==> config.mk <==
export PLATFORM = sky130hd
export DESIGN_NAME = regfile_writeback_arbiter
export DESIGN_NICKNAME = d
export VERILOG_FILES = /design/src/rtl/regfile_writeback_arbiter.sv
export SDC_FILE = /design/constraint.sdc
export NUM_CORES = 1
export LEC_CHECK = 0
export CAP_MARGIN = 20
export CORE_AREA = 8 8 225 162
export DETAILED_ROUTE_END_ITERATION = 16
export DIE_AREA = 0 0 233 170
export GPL_TIMING_DRIVEN = 0
export HOLD_SLACK_MARGIN = 0.02
export PLACE_DENSITY_LB_ADDON = 0.12
export SLEW_MARGIN = 20
export SYNTH_ARGS = -nofsm -noshare
export SYNTH_HDL_FRONTEND = slang
export SYNTH_SLANG_ARGS = --single-unit
export TNS_END_PERCENT = 100
==> constraint.sdc <==
create_clock -name clk -period 7.2 [get_ports clk]
set_clock_uncertainty 0.2 [all_clocks]
set_input_delay 1.8 -clock clk [delete_from_list [all_inputs] [get_ports clk]]
set_output_delay 1.8 -clock clk [all_outputs]
set_load 0.02 [all_outputs]
==> src/rtl/regfile_writeback_arbiter.sv <==
// regfile_writeback_arbiter: write-back arbiter and in-order FIFO feeding the
// single write port of the 32x64 register file. Two FUs hand in results over
// valid/ready; one entry drains per cycle onto registered wr_enable/wr_data.
// Tag 31 (hardwired zero register) is accepted and silently dropped.
// Optional build macro: WB_BYPASS_EN -- when the FIFO is empty, the first
// accepted result goes straight to the write registers (1-edge latency).
module regfile_writeback_arbiter #(
  parameter int DEPTH = 4
) (
  input  logic                       clk,
  input  logic                       reset,
  input  logic                       a_valid,
  output logic                       a_ready,
  input  logic [4:0]                 a_tag,
  input  logic [63:0]                a_data,
  input  logic                       b_valid,
  output logic                       b_ready,
  input  logic [4:0]                 b_tag,
  input  logic [63:0]                b_data,
  output logic [31:0]                wr_enable,
  output logic [63:0]                wr_data,
  output logic [$clog2(DEPTH):0]     count
);

  localparam int AW = $clog2(DEPTH);
  localparam int CW = AW + 1;

  typedef struct packed {
    logic [4:0]  tag;
    logic [63:0] data;
  } wb_entry_t;

  wb_entry_t         r_mem [DEPTH];
  logic [AW-1:0]     r_head;
  logic [AW-1:0]     r_tail;
  logic [CW-1:0]     r_count;
  logic [31:0]       r_wr_en;
  logic [63:0]       r_wr_data;

  logic [CW-1:0]     w_free;
  logic              w_a_enq;
  logic              w_b_enq;
  logic              w_pop;
  logic              w_bypass;
  wb_entry_t         w_e0;
  wb_entry_t         w_e1;
  logic              w_e0_vld;
  logic              w_e1_vld;
  wb_entry_t         w_f0;
  logic              w_f0_vld;
  logic              w_f1_vld;
  logic [CW-1:0]     w_nfifo;
  wb_entry_t         w_head;

  // Readiness is credit-based on the pre-edge count only; a same-cycle pop is
  // deliberately not credited so ready never depends on the drain path.
  assign w_free  = CW'(DEPTH) - r_count;
  assign a_ready = (w_free >= CW'(1));
  assign b_ready = a_valid ? (w_free >= CW'(2)) : (w_free >= CW'(1));

  // Tag 31 handshakes complete but never produce an entry.
  assign w_a_enq = a_valid & a_ready & (a_tag != 5'd31);
  assign w_b_enq = b_valid & b_ready & (b_tag != 5'd31);
  assign w_pop   = (r_count != '0);

  // Accepted results in arrival order: A first, then B.
  assign w_e0_vld = w_a_enq | w_b_enq;
  assign w_e0     = w_a_enq ? wb_entry_t'{a_tag, a_data} : wb_entry_t'{b_tag, b_data};
  assign w_e1_vld = w_a_enq & w_b_enq;
  assign w_e1     = wb_entry_t'{b_tag, b_data};

`ifdef WB_BYPASS_EN
  // Empty FIFO: the oldest new result skips the queue entirely.
  assign w_bypass = (r_count == '0) & w_e0_vld;
`else
  assign w_bypass = 1'b0;
`endif

  // What actually lands in the FIFO after a possible bypass.
  assign w_f0_vld = w_bypass ? w_e1_vld : w_e0_vld;
  assign w_f0     = w_bypass ? w_e1 : w_e0;
  assign w_f1_vld = w_bypass ? 1'b0 : w_e1_vld;
  assign w_nfifo  = CW'(w_f0_vld) + CW'(w_f1_vld);
  assign w_head   = r_mem[r_head];

  // Storage has no reset: pointers/count define validity, so stale data is
  // unreachable after a reset.
  always_ff @(posedge clk) begin
    if (reset) begin
      if (w_f0_vld) r_mem[r_tail]           <= w_f0;
      if (w_f1_vld) r_mem[r_tail + AW'(1)]  <= w_e1;
    end
  end

  // Pointer/count bookkeeping and the registered write port.
  always_ff @(posedge clk) begin
    if (!reset) begin
      r_head    <= '0;
      r_tail    <= '0;
      r_count   <= '0;
      r_wr_en   <= '0;
      r_wr_data <= '0;
    end else begin
      r_count <= r_count + w_nfifo - CW'(w_pop);
      r_tail  <= r_tail + AW'(w_nfifo);
      if (w_pop) begin
        r_head    <= r_head + AW'(1);
        r_wr_en   <= 32'(1) << w_head.tag;
        r_wr_data <= w_head.data;
      end else if (w_bypass) begin
        r_wr_en   <= 32'(1) << w_e0.tag;
        r_wr_data <= w_e0.data;
      end else begin
        r_wr_en   <= '0;
      end
    end
  end

  assign wr_enable = r_wr_en;
  assign wr_data   = r_wr_data;
  assign count     = r_count;

endmodule

==> results of run 1 <==
[flip-flops by register name (all words and copies together) (netlist names), named ones only]
register and flops:
r_mem 276, wr_data 64, wr_enable 32, count 3, r_head 2, r_tail 2
[cell type report]
class	count	area [µm²]	area share
Sequential cell	381	10400	0.477
Multi-Input combinational cell	645	6470	0.297
Timing Repair Buffer	254	2690	0.124
Clock buffer	54	1130	0.0517
Tap cell	435	544	0.0250
Buffer	71	365	0.0168
Clock inverter	15	149	0.00684
Inverter	11	41.3	0.00190
Antenna cell	1	2.50	0.000115
[cells in the mapped netlist (6+ instances only)]
library cell	instances	area share
sky130_fd_sc_hd__edfxtp_1	276	0.48
sky130_fd_sc_hd__mux2_2	236	0.15
sky130_fd_sc_hd__nand2_1	141	0.031
sky130_fd_sc_hd__dfxtp_1	105	0.12
sky130_fd_sc_hd__mux4_2	69	0.090
sky130_fd_sc_hd__a21boi_0	64	0.028
sky130_fd_sc_hd__mux2_4	32	0.028
sky130_fd_sc_hd__nor2_1	32	0.0070
sky130_fd_sc_hd__buf_2	30	0.0087
sky130_fd_sc_hd__clkbuf_1	26	0.0057
sky130_fd_sc_hd__inv_1	11	0.0024
sky130_fd_sc_hd__ha_1	10	0.0073
sky130_fd_sc_hd__buf_6	8	0.0052
sky130_fd_sc_hd__o22a_1	8	0.0041
sky130_fd_sc_hd__and2_1	6	0.0022
sky130_fd_sc_hd__buf_1	6	0.0013
sky130_fd_sc_hd__nor3_1	6	0.0017
[cells by family (layout without fill, tap and decap cells)]
group,after synthesis,in the layout,synth area share
xor+xnor,5,5,0.00254
mux,338,338,0.273
fa+ha+maj,11,11,0.00842
simple gates,210,210,0.0520
buf+inv,82,405,0.0236
compound gates,81,81,0.0379
flops,381,381,0.603
other cells,0,1,0
[metrics by stage]
step | setup TNS [ns] | total power [mW] | hold WS [ns] | setup slack [ns] | cell area [µm²]
6_report | 0 | 9.01 | 0.274 | 1.74 | 21800
5_1_grt | 0 | 9.41 | 0.294 | 1.67 | 21800
4_1_cts | 0 | 9.08 | 0.278 | 1.69 | 21800
3_5_place_dp | 0 | 7.03 | 0.269 | 1.70 | 20500
3_3_place_gp | -767.80 | 6.94 | 0.258 | -2.98 | 20200
2_1_floorplan | 0 | 5.64 | 0.339 | 0.712 | 17200
[layer usage]
metal / routed length [µm] / share of wire / global-route usage / vias up
li1: - / - / - / 4782
met1: 19400 / 0.43 / 0.294 / 5292
met2: 21300 / 0.48 / 0.366 / 325
met3: 2820 / 0.063 / 0.0474 / 87
met4: 1010 / 0.023 / 0.0616 / 14
met5: 92 / 0.0021 / 0 / -
[critical path: stages]
cell and delay [ns]:
sky130_fd_sc_hd__clkdlybuf4s50_1 0.58, sky130_fd_sc_hd__o31ai_1 0.32, sky130_fd_sc_hd__nand3b_1 0.17, sky130_fd_sc_hd__clkdlybuf4s50_1 0.59
[power by group through the flow]
stage | combinational (mW) | sequential (mW) | clock [mW]
5_1_grt | 4.03 | 3.24 | 2.15
2_1_floorplan | 2.19 | 3.45 | 0
6_report | 3.76 | 3.20 | 2.05
4_1_cts | 3.81 | 3.20 | 2.07
3_5_place_dp | 3.79 | 3.24 | 0
3_3_place_gp | 3.63 | 3.31 | 0
[final timing paths]
check | from | to | slack (ns)
worst max-delay path | a_valid | b_ready | 1.74
worst max register to register | count[0] | r_mem[1][40] | 3.16
worst min-delay path | wr_data[38] | wr_data[38] | 0.27
worst min register to register | wr_data[38] | wr_data[38] | 0.27
==> metrics.txt, run 1 <==
# TYPE chip_impl_metric gauge
chip_impl_info{name="status",value="finished, final reports clean"} 1
chip_impl_metric{name="detailedPlacementHpwl",unit="µm"} 31000
chip_impl_metric{name="cts_buffers",unit=""} 38
chip_impl_metric{name="slew_headroom",unit=""} 0.388
chip_impl_metric{name="drt_pre_antenna_iters",unit=""} 7
chip_impl_metric{name="global_route.overflow_total",unit=""} 0
chip_impl_metric{name="synth-warning-count",unit=""} 0
chip_impl_metric{name="worstRegToRegCells",unit=""} 13
chip_impl_metric{name="cts_post_setup_buffers_inserted",unit=""} 0
chip_impl_metric{name="drtAntennaViolNets",unit=""} 0
chip_impl_metric{name="timing.critical_path.arrival",unit="ns"} 3.46
chip_impl_metric{name="synth_cells",unit=""} 1108
chip_impl_metric{name="drtIter0Drc",unit=""} 845
chip_impl_metric{name="final_net_count",unit=""} 1555
chip_impl_metric{name="row_count",unit=""} 56
chip_impl_metric{name="postSynth.asyncResetShare",unit=""} 0
chip_impl_metric{name="timing.final.max_slew_violations",unit=""} 0
chip_impl_metric{name="post_cts_resized",unit=""} 0
chip_impl_metric{name="boundaryPins",unit=""} 243
chip_impl_metric{name="place.port_buffers",unit=""} 242
chip_impl_metric{name="clock_sink_count",unit=""} 381
chip_impl_metric{name="grt_max_degree",unit=""} 23
chip_impl_metric{name="cts-root-to-sink-buffers",unit=""} 3
chip_impl_metric{name="p_switching",unit="mW"} 3.03
chip_impl_metric{name="synth-edff-count",unit=""} 276
chip_impl_metric{name="clkTransAtPathRegs",unit="ns"} 0.06
chip_impl_metric{name="comb_power_share",unit=""} 0.418
chip_impl_info{name="cp-start-kind",value="input pin"} 1
chip_impl_info{name="min-delay-path-class",value="register to register"} 1
chip_impl_metric{name="routedWlPerCell",unit="µm"} 23.9
chip_impl_metric{name="detail_route.wirelength",unit="µm"} 44700
chip_impl_metric{name="post-route-drc-count",unit=""} 0
chip_impl_metric{name="die_width",unit="µm"} 233
chip_impl_metric{name="layout.cells.non_filler",unit=""} 1867
chip_impl_metric{name="htreeDepth",unit=""} 2
chip_impl_info{name="critical_path.endpoint_type",value="output port"} 1
chip_impl_metric{name="maxCapViolations",unit=""} 0
chip_impl_metric{name="share_of_final_layout_standard_cells_stronger_than_drive_strength_1",unit=""} 0.320
chip_impl_info{name="mostFrequentLayoutCell",value="sky130_fd_sc_hd__edfxtp_1"} 1
chip_impl_metric{name="area_growth",unit="%"} 26.4
chip_impl_metric{name="core-area",unit="µm²"} 33000
chip_impl_metric{name="syn_area",unit="µm²"} 17200
chip_impl_metric{name="final_core_area_utilization",unit=""} 0.660
chip_impl_metric{name="swShare",unit=""} 0.336
chip_impl_info{name="cts-root-buf",value="sky130_fd_sc_hd__clkbuf_16"} 1
chip_impl_metric{name="hold_buffers",unit=""} 0
chip_impl_metric{name="final_cycle_utilization_of_the_critical_path",unit=""} 0.759
chip_impl_metric{name="largest_fanout_on_the_critical_path",unit=""} 7
chip_impl_metric{name="place.gp.congestion",unit=""} 0.796
chip_impl_metric{name="die-area",unit="µm²"} 39600
chip_impl_metric{name="grt_pass1_vias",unit=""} 10900
chip_impl_metric{name="worst_pin_slew",unit="ns"} 0.918
chip_impl_metric{name="intPower",unit="mW"} 5.98
chip_impl_metric{name="wp_data_required",unit="ns"} 5.20
chip_impl_metric{name="finalSetupViolations",unit=""} 0
chip_impl_metric{name="power_per_cell_area",unit="nW/µm²"} 414
chip_impl_metric{name="postSynthNetCount",unit=""} 1261
chip_impl_metric{name="viasPerCell",unit=""} 5.62
chip_impl_metric{name="dp.cells",unit=""} 1797
chip_impl_metric{name="avgSynthCellArea",unit="µm²"} 15.6
chip_impl_info{name="worstSetupPathType",value="input pin to output port"} 1
chip_impl_metric{name="maxClockFrequency",unit="GHz"} 0.183
chip_impl_metric{name="first_pass_grt_wire_length",unit="µm"} 66000
chip_impl_metric{name="synth_seq_cells",unit=""} 381
chip_impl_metric{name="insertion_delay",unit="ns"} 0.54
chip_impl_metric{name="irDropWorstVdd",unit="V"} 0.000264
chip_impl_metric{name="groute.usage.overall",unit=""} 0.221
chip_impl_metric{name="timing_hold_violations_final",unit=""} 0
chip_impl_metric{name="power_frac_seq",unit=""} 0.355
chip_impl_info{name="rsz0062_at_grt",value="false"} 1
chip_impl_metric{name="min_delay_path_depth",unit=""} 2
chip_impl_metric{name="fillerInstances",unit=""} 2375
chip_impl_metric{name="share_clk_of_total_power",unit=""} 0.227
chip_impl_metric{name="via_count",unit=""} 10500
chip_impl_metric{name="chipHeight",unit="µm"} 170
chip_impl_metric{name="power_leakage",unit="nW"} 7.47
chip_impl_info{name="layout.cells.most_common_list",value="sky130_fd_sc_hd__edfxtp_1, sky130_fd_sc_hd__clkdlybuf4s50_1, sky130_fd_sc_hd__mux2_2, sky130_fd_sc_hd__nand2_1, sky130_fd_sc_hd__dfxtp_1"} 1
chip_impl_metric{name="final_period_demand_of_the_worst_path",unit="ns"} 5.46
chip_impl_metric{name="synth_seq_area_share",unit=""} 0.603
chip_impl_metric{name="starting_utilization_of_the_core_area",unit=""} 0.522
chip_impl_metric{name="antenna_violations_before_repair",unit=""} 8
chip_impl_info{name="clock_tree_from_tritoncts",value="yes"} 1
chip_impl_metric{name="number_of_library_cell_types_mapped_by_synthesis",unit=""} 37
chip_impl_info{name="dominantRegCellSynth",value="sky130_fd_sc_hd__edfxtp_1"} 1
Note: power is estimated with default switching activity, not from simulation.
==> inputs of run 2 (changes only) <==
- clock period: 7.2 -> 5.7 ns (I/O delays scaled with it)
==> metrics.txt, run 2 (same netlist as run 1, synthesis figures left out) <==
# TYPE chip_impl_metric gauge
chip_impl_info{name="min-delay-path-class",value="register to register"} 1
chip_impl_metric{name="final_net_count",unit=""} 1556
chip_impl_metric{name="cts_buffers",unit=""} 38
chip_impl_metric{name="hold_buffers",unit=""} 0
chip_impl_metric{name="insertion_delay",unit="ns"} 0.53
chip_impl_info{name="critical_path.endpoint_type",value="output port"} 1
chip_impl_metric{name="post_cts_resized",unit=""} 0
chip_impl_metric{name="power_per_cell_area",unit="nW/µm²"} 519
chip_impl_metric{name="multiInputGateArea",unit="µm²"} 6470
chip_impl_metric{name="fillerInstances",unit=""} 2430
chip_impl_metric{name="maxCapViolations",unit=""} 0
chip_impl_metric{name="chipHeight",unit="µm"} 170
chip_impl_metric{name="place.gp.congestion",unit=""} 0.763
chip_impl_metric{name="boundaryPins",unit=""} 243
chip_impl_metric{name="groute.usage.overall",unit=""} 0.225
chip_impl_metric{name="drt_pre_antenna_iters",unit=""} 5
chip_impl_metric{name="timing.final.max_slew_violations",unit=""} 0
chip_impl_metric{name="die_width",unit="µm"} 233
chip_impl_metric{name="die-area",unit="µm²"} 39600
chip_impl_metric{name="clock_sink_count",unit=""} 381
chip_impl_metric{name="power_leakage",unit="nW"} 7.46
chip_impl_metric{name="post-route-drc-count",unit=""} 0
chip_impl_metric{name="cts_post_setup_buffers_inserted",unit=""} 0
chip_impl_metric{name="final_period_demand_of_the_worst_path",unit="ns"} 4.71
chip_impl_metric{name="core-area",unit="µm²"} 33000
chip_impl_info{name="mostFrequentLayoutCell",value="sky130_fd_sc_hd__edfxtp_1"} 1
chip_impl_metric{name="dp.cells",unit=""} 1798
chip_impl_metric{name="first_pass_grt_wire_length",unit="µm"} 67500
chip_impl_info{name="worstSetupPathType",value="input pin to output port"} 1
chip_impl_metric{name="largest_reg_flops",unit=""} 276
chip_impl_info{name="hp-start",value="wr_data[47]"} 1
chip_impl_info{name="status",value="finished, final reports clean"} 1
chip_impl_metric{name="clkTransAtPathRegs",unit="ns"} 0.06
chip_impl_metric{name="slew_headroom",unit=""} 0.364
chip_impl_info{name="layout.cells.most_common_list",value="sky130_fd_sc_hd__edfxtp_1, sky130_fd_sc_hd__clkdlybuf4s50_1, sky130_fd_sc_hd__mux2_2, sky130_fd_sc_hd__nand2_1, sky130_fd_sc_hd__dfxtp_1"} 1
chip_impl_metric{name="cts-root-to-sink-buffers",unit=""} 3
chip_impl_info{name="cp-start-kind",value="input pin"} 1
chip_impl_metric{name="worstRegToRegCells",unit=""} 13
chip_impl_metric{name="detail_route.wirelength",unit="µm"} 45100
chip_impl_metric{name="maxClockFrequency",unit="GHz"} 0.213
chip_impl_info{name="rsz0062_at_grt",value="false"} 1
chip_impl_metric{name="irDropWorstVdd",unit="V"} 0.000304
chip_impl_metric{name="area_growth",unit="%"} 26.2
chip_impl_metric{name="finalSetupViolations",unit=""} 0
chip_impl_metric{name="htreeDepth",unit=""} 2
chip_impl_metric{name="grt_pass1_vias",unit=""} 11100
chip_impl_metric{name="viasPerCell",unit=""} 5.57
chip_impl_metric{name="timing_hold_violations_final",unit=""} 0
chip_impl_info{name="worstReg2RegStart",value="count[0]"} 1
chip_impl_metric{name="drtIter0Drc",unit=""} 831
chip_impl_info{name="clock_tree_from_tritoncts",value="yes"} 1
chip_impl_metric{name="min_delay_path_depth",unit=""} 2
chip_impl_metric{name="final_cycle_utilization_of_the_critical_path",unit=""} 0.826
chip_impl_info{name="cts-root-buf",value="sky130_fd_sc_hd__clkbuf_16"} 1
chip_impl_metric{name="timing.critical_path.arrival",unit="ns"} 3.08
chip_impl_metric{name="row_count",unit=""} 56
chip_impl_metric{name="layout.cells.non_filler",unit=""} 1870
chip_impl_metric{name="largest_fanout_on_the_critical_path",unit=""} 7
chip_impl_metric{name="wp_data_required",unit="ns"} 4.07
chip_impl_metric{name="drtAntennaViolNets",unit=""} 0
chip_impl_info{name="hold_end",value="wr_data[47]"} 1
chip_impl_metric{name="global_route.overflow_total",unit=""} 0
chip_impl_metric{name="reg2reg_slack",unit="ns"} 1.64
chip_impl_info{name="regMostFlops",value="r_mem"} 1
chip_impl_metric{name="share_of_final_layout_standard_cells_stronger_than_drive_strength_1",unit=""} 0.320
chip_impl_metric{name="routedWlPerCell",unit="µm"} 24.1
chip_impl_metric{name="starting_utilization_of_the_core_area",unit=""} 0.522
chip_impl_metric{name="antenna_violations_before_repair",unit=""} 9
chip_impl_info{name="worstReg2RegEnd",value="r_mem[0][47]"} 1
chip_impl_metric{name="via_count",unit=""} 10400
chip_impl_metric{name="regArea",unit="µm²"} 10400
chip_impl_metric{name="place.port_buffers",unit=""} 242
chip_impl_metric{name="detailedPlacementHpwl",unit="µm"} 31400
chip_impl_metric{name="grt_max_degree",unit=""} 21
chip_impl_metric{name="worst_pin_slew",unit="ns"} 0.954
chip_impl_metric{name="final_core_area_utilization",unit=""} 0.659
[run 2: cell count changes in the layout (fill, tap and decap cells not counted), sizes merged]
cell and change:
clkinvlp -1, bufinv -2, buf +1, clkinv -3
diode +1, clkbuf +7
[run 2: worst max-delay path by stage]
stage | cells past startpoint | startpoint | endpoint
after floorplan | 9 | a_valid | r_mem[1][0]
after global placement | 5 | reset | r_mem[1][49]
after detailed placement | 7 | reset | r_mem[1][49]
after CTS | 4 | a_valid | b_ready
after global routing | 4 | a_valid | b_ready
final | 4 | a_valid | b_ready
[run 2: routing by layer]
layer | up-vias | wire [µm] | track usage
met5 | - | 75 | 0
met4 | 12 | 711 | 0.0543
met3 | 58 | 2950 | 0.0506
met2 | 310 | 21600 | 0.365
met1 | 5227 | 19800 | 0.308
li1 | 4806 | - | -
[run 2: metrics by stage]
step	TNS, ns	hold slack [ns]	total power [mW]	cell area [µm²]	setup slack (ns)
floorplan	-47.28	0.339	7.11	17200	-0.343
global placement	-755.34	0.261	8.77	20200	-3.84
detailed placement	0	0.264	8.90	20500	0.664
CTS	0	0.274	11.4	21800	0.991
global route	0	0.287	11.8	21800	0.925
finish	0	0.271	11.3	21800	0.994
[run 2: final cells by class]
| class | instances | share of cell area |
|---|---|---|
| Clock inverter | 9 | 0.00333 |
| Inverter | 11 | 0.00190 |
| Buffer | 71 | 0.0168 |
| Timing Repair Buffer | 255 | 0.125 |
| Sequential cell | 381 | 0.477 |
| Clock buffer | 61 | 0.0529 |
| Tap cell | 435 | 0.0250 |
| Multi-Input combinational cell | 645 | 0.297 |
| Antenna cell | 2 | 0.000230 |
[run 2: report_power, final]
| part | internal [mW] | switching [mW] | total (mW) | leakage [nW] |
|---|---|---|---|---|
| clock network | 1.43 | 1.05 | 2.48 | 0.601 |
| registers | 3.80 | 0.235 | 4.03 | 3.38 |
| logic | 2.24 | 2.55 | 4.79 | 3.48 |
[run 2: critical path, cell delays in order]
cell                              delay (ns)
sky130_fd_sc_hd__clkdlybuf4s50_1        0.59
sky130_fd_sc_hd__o31ai_1                0.30
sky130_fd_sc_hd__nand3b_1               0.17
sky130_fd_sc_hd__clkdlybuf4s50_1        0.59
==> inputs of run 3 (changes only) <==
- clock period: 5.7 -> 4.8 ns (I/O delays scaled with it)
==> results of run 3 <==
The final DEF is identical to that of run 2. Status: finished, final reports clean.
Main changes from that run: setup slack after placement 0.664 ns -> -0.0112 ns; setup slack after layout 0.994 ns -> 0.544 ns; register-to-register setup slack 1.64 ns -> 0.74 ns; total power 11.3 mW -> 13.4 mW; worst IR drop on VDD 0.000304 V -> 0.000361 V
